## config.mk

```make
export PLATFORM = sky130hd
export DESIGN_NAME = freq_to_clk
export DESIGN_NICKNAME = d
export VERILOG_FILES = /design/src/rtl/freq_to_clk.sv
export SDC_FILE = /design/constraint.sdc
export NUM_CORES = 1
export LEC_CHECK = 0
export BUFFER_PORTS_ARGS = -buffer_cell sky130_fd_sc_hd__buf_2
export CORE_MARGIN = 4
export CORE_UTILIZATION = 45
export DETAILED_ROUTE_END_ITERATION = 7
export PLACE_DENSITY = 0.69
export SLEW_MARGIN = 5
export SYNTH_ARGS = -nofsm -noshare
export SYNTH_HDL_FRONTEND = slang
export SYNTH_SLANG_ARGS = --single-unit
```

## constraint.sdc

```tcl
create_clock -name clk -period 4.3 [get_ports clk]
set_clock_uncertainty 0.1 [all_clocks]
set_input_delay 0 -clock clk [delete_from_list [all_inputs] [get_ports clk]]
set_output_delay 0 -clock clk [all_outputs]
set_load 0.01 [all_outputs]
```

## src/rtl/freq_to_clk.sv

```systemverilog
// Piecewise-linear frequency ramp driving a phase-accumulator NCO.
// Each rising edge of the generated clock samples in_data into a hold register.
module freq_to_clk #(
    parameter int unsigned       FREQ_W = 32,
    parameter int unsigned       DATA_W = 16,
    parameter int unsigned       T0     = 20,
    parameter int unsigned       T1     = 80,
    parameter logic [FREQ_W-1:0] F0     = 32'h4000_0000,
    parameter logic [FREQ_W-1:0] F1     = 32'h0400_0000
) (
    input  logic              clk,
    input  logic              rst,
    input  logic              freq_sel,
    input  logic [FREQ_W-1:0] freq_in,
    input  logic [DATA_W-1:0] in_data,
    output logic [FREQ_W-1:0] freq_word,
    output logic              clk_out,
    output logic              sample_tick,
    output logic [DATA_W-1:0] out_data
);

    localparam int unsigned TW = $clog2(T1 + 1);
    localparam logic [TW-1:0] T0_C   = TW'(T0);
    localparam logic [TW-1:0] T1_C   = TW'(T1);
    localparam logic [TW-1:0] T1M1_C = TW'(T1 - 1);

    // Signed slope, truncated toward zero; the final ramp step loads F1 to absorb the residue.
    localparam longint STEP_L = (longint'(F1) - longint'(F0)) / longint'(T1 - T0);
    localparam logic [FREQ_W-1:0] STEP = FREQ_W'(STEP_L);

    logic [TW-1:0]     t;
    logic [FREQ_W-1:0] acc;
    logic [FREQ_W-1:0] acc_next;
    logic [FREQ_W-1:0] active_word;
    logic              rise;

    always_comb begin
        active_word = freq_sel ? freq_in : freq_word;
        acc_next    = acc + active_word;
        rise        = ~acc[FREQ_W-1] & acc_next[FREQ_W-1];
    end

    always_ff @(posedge clk or posedge rst) begin
        if (rst) begin
            t <= '0;
        end else if (t != T1_C) begin
            t <= t + 1'b1;
        end
    end

    always_ff @(posedge clk or posedge rst) begin
        if (rst) begin
            freq_word <= F0;
        end else if (t >= T0_C && t < T1M1_C) begin
            freq_word <= freq_word + STEP;
        end else if (t == T1M1_C) begin
            freq_word <= F1;
        end
    end

    always_ff @(posedge clk or posedge rst) begin
        if (rst) begin
            acc         <= '0;
            sample_tick <= 1'b0;
            out_data    <= '0;
        end else begin
            acc         <= acc_next;
            sample_tick <= rise;
            if (rise) begin
                out_data <= in_data;
            end
        end
    end

    assign clk_out = acc[FREQ_W-1];

endmodule

```

==> flow_summary.json <==
{
  "antennaDiodeCount": 0,
  "required_ns": 4.46,
  "critPathSlowestCell": "dlygate4sd3_1",
  "die_h_um": 104,
  "totalWireLength_mm": 8.91,
  "worstMarginPinSlew_ns": 0.807,
  "p_per_area_mw_per_mm2": 642,
  "tritoncts": "yes",
  "pwr-share-seq_pct": 30.0,
  "io_buffers": 76,
  "max_freq_mhz": 316,
  "swShare_pct": 37.5,
  "switchingPower_mw": 1.20,
  "hold_viol_final": 0,
  "postSynthAreaPerCell_um2": 10.2,
  "worst_path_largest_cell_delay_ns": 0.53,
  "drt-met1-wl_mm": 4.21,
  "dr_total_vias": 3215,
  "period_needed_ns": 3.16,
  "top_layer_used": "met4",
  "synth_edf_count": 0,
  "combinationalPowerShare_pct": 49.6,
  "gp_congestion": 0.888,
  "slew_headroom_pct": 46.2,
  "core_mm2": 0.00885,
  "worstPathArrival_ns": 3.32,
  "layout.cells.non_filler": 619,
  "ioPinCount": 101,
  "postSynthCellCount": 406,
  "clk_pin_slew_ns": 0.08,
  "wl_met3_um": 485,
  "avgRoutedWirePerCell_um": 14.4,
  "area_growth_pct": 20.3,
  "start_util_pct": 46.9,
  "pwr-share-clk_pct": 20.4,
  "yosysMostFrequentCell": "dfrtp_1",
  "drc": 0,
  "synth_warnings": 0,
  "grt_max_degree": 65,
  "dieArea_mm2": 0.0108,
  "rows": 34,
  "cts_max_level": 3,
  "synth_top_area_cell": "dfrtp_1",
  "yosys_register_bits": 64,
  "postCtsHoldBufs": 20,
  "path_class": "in2reg",
  "status": "finished, final reports clean",
  "worst-path-max-fanout": 4,
  "report.final.slew_viol_count": 0,
  "internal-power_mw": 2.00,
  "netlist_area_mm2": 0.00415,
  "synth.distinct_cells": 54,
  "cts_num_sinks": 64,
  "root_buffer": "clkbuf_8",
  "fin_nets": 592,
  "maxCapViolations": 0,
  "min_path_type": "in2reg",
  "ys_async_sr_fraction_pct": 100,
  "cts_made_buffers": 9,
  "drive_gt1_share_pct": 23.1,
  "path_cells": "dlygate4sd3_1, buf_2, and2_1, ha_1, fa_1, a21o_1, a311o_1, nand3_1, a211oi_1, o22ai_1, o211ai_1, a221oi_1, xnor2_1",
  "rsz0062_at_grt": "false",
  "placedCellCount": 583,
  "first_iter_violations": 139,
  "grt_pass1_wl_mm": 15.1,
  "finalSetupViolCount": 0,
  "seq_area_frac_synth_pct": 38.6,
  "start_kind": "input port",
  "synthFlopType": "dfrtp_1",
  "finalCoreUtilization_pct": 56.4,
  "yosys-top-cells-area": "dfrtp_1 38%, ha_1 10%, xnor2_1 5.7%",
  "period_share_pct": 73.5,
  "die_x_um": 104,
  "wl_met2_mm": 4.15,
  "grt_antenna_before_repair": 0,
  "peakVddDrop_v": 0.000276,
  "gr-total-overflow": 0,
  "cellLeakagePower_nw": 2.43,
  "fin_tns_setup_ns": 0,
  "postRouteAntennaNets": 0,
  "cts.repair.resized": 0,
  "dp_hpwl_mm": 6.36,
  "track_usage_pct": 16.7,
  "grt_pass1_vias": 3214,
  "netlist.area_leader.share_pct": 38.0,
  "post_cts_buffers": 0,
  "cts_buffer_depth": 2,
  "clk_latency_ns": 0.35,
  "synthTopCellsByCount": "63 x dfrtp_1, 34 x ha_1, 29 x a21oi_1",
  "first_pass_iters": 4,
  "cp-end-kind": "flip-flop",
  "post_drt_via_cell_ratio": 5.19
}
[metal layers]
metal  up-vias  global-route usage, %
li1       1618                      -
met1      1507                   22.3
met2        85                   27.2
met3         5                   3.66
met4         0                   5.13
met5         -                      0
[power groups by stage]
| stage | logic, mW | registers (mW) | clock network, mW |
|---|---|---|---|
| 2_1_floorplan | 1.23 | 0.993 | 0 |
| 3_3_place_gp | 1.52 | 0.966 | 0 |
| 3_5_place_dp | 1.57 | 0.971 | 0 |
| 4_1_cts | 1.59 | 0.961 | 0.669 |
| 5_1_grt | 1.77 | 0.988 | 0.702 |
| 6_report | 1.59 | 0.961 | 0.653 |
[final cells by class]
| class | instances | area (um2) |
|---|---|---|
| repair buffers | 98 | 596 |
| clock inverters | 7 | 125 |
| well taps | 108 | 135 |
| multi-input cells | 318 | 2350 |
| fillers | 771 | 3860 |
| inverters | 15 | 56.3 |
| clock buffers | 9 | 124 |
| flip-flops and latches | 64 | 1600 |
[through the flow]
step / area [um2] / hold slack [ns] / power, mW / setup slack [ns]
after global routing: 4990 / 0.0473 / 3.46 / 0.896
final: 4990 / 0.0334 / 3.21 / 1.14
after global placement: 4540 / 0.116 / 2.48 / 1.04
after detailed placement: 4540 / 0.123 / 2.54 / 0.867
after CTS: 4990 / 0.0147 / 3.22 / 1.15
after floorplan: 4240 / 0.0347 / 2.22 / 1.24
[cells in the final DEF (no fill, tap or decap), types with 2 or more instances in the layout]
cell / count
a21oi_1: 29
o21a_1: 3
nand4_1: 5
nor3_1: 9
nand3_1: 12
ha_1: 34
a311o_1: 2
conb_1: 24
o31ai_1: 4
o21bai_1: 3
dfrtp_1: 63
xor2_1: 8
o22ai_1: 3
bufinv_16: 3
nand2_1: 20
o21ai_0: 16
and3_1: 2
a31o_2: 2
inv_6: 3
o211ai_1: 2
mux2_2: 7
a211oi_1: 5
xnor2_1: 27
a21o_1: 17
mux2_1: 7
clkbuf_8: 9
buf_2: 76
and2_1: 25
mux2_4: 9
dlygate4sd3_1: 20
inv_1: 14
mux2i_1: 2
o41ai_1: 2
nand2b_1: 3
nor2_1: 13
or3_1: 2
a31oi_1: 3
buf_4: 2
[flip-flops by register name, summed over array words and instances, names as in the netlist]
signal / cells
t: 7
freq_word: 8
out_data: 16
acc: 32
sample_tick: 1
[path summary, 6_finish.rpt]
check / start / endpoint / slack (ns) / cells past startpoint
worst max-delay path: freq_in[0] / acc[30] / 1.14 / 13
worst min-delay path: freq_in[2] / acc[2] / 0.03 / 4
worst max register to register: freq_word[28] / out_data[14] / 1.15 / 11
worst min register to register: out_data[11] / out_data[11] / 0.39 / 1
max in group asynchronous: rst / acc[27] / 3.22 / 4
min in group asynchronous: rst / t[5] / 0.37 / 4
[logic make-up (layout without fill, tap and decap cells)]
kind of cell               Yosys count  count (layout)  share of synthesized area [%]
and+or+nand+nor                     95              95                           11.8
buffers and inverters               47             129                           6.78
adders and majority gates           35              35                           10.7
muxes                               25              25                           7.53
DFF                                 64              64                           38.6
other                                1              24                         0.0903
xor gates and xnor gates            36              36                           7.93
AOI/OAI and AO/OA                  103             103                           16.5
[critical path: cells and delay by family]
kind / cells / cell delay (ns)
xor+xnor: 1 / 0.16
buf+inv: 2 / 0.64
fa+ha+maj: 2 / 0.61
compound gates: 6 / 1.63
simple gates: 2 / 0.27
No activity file was read; power rests on OpenSTA's default activity.
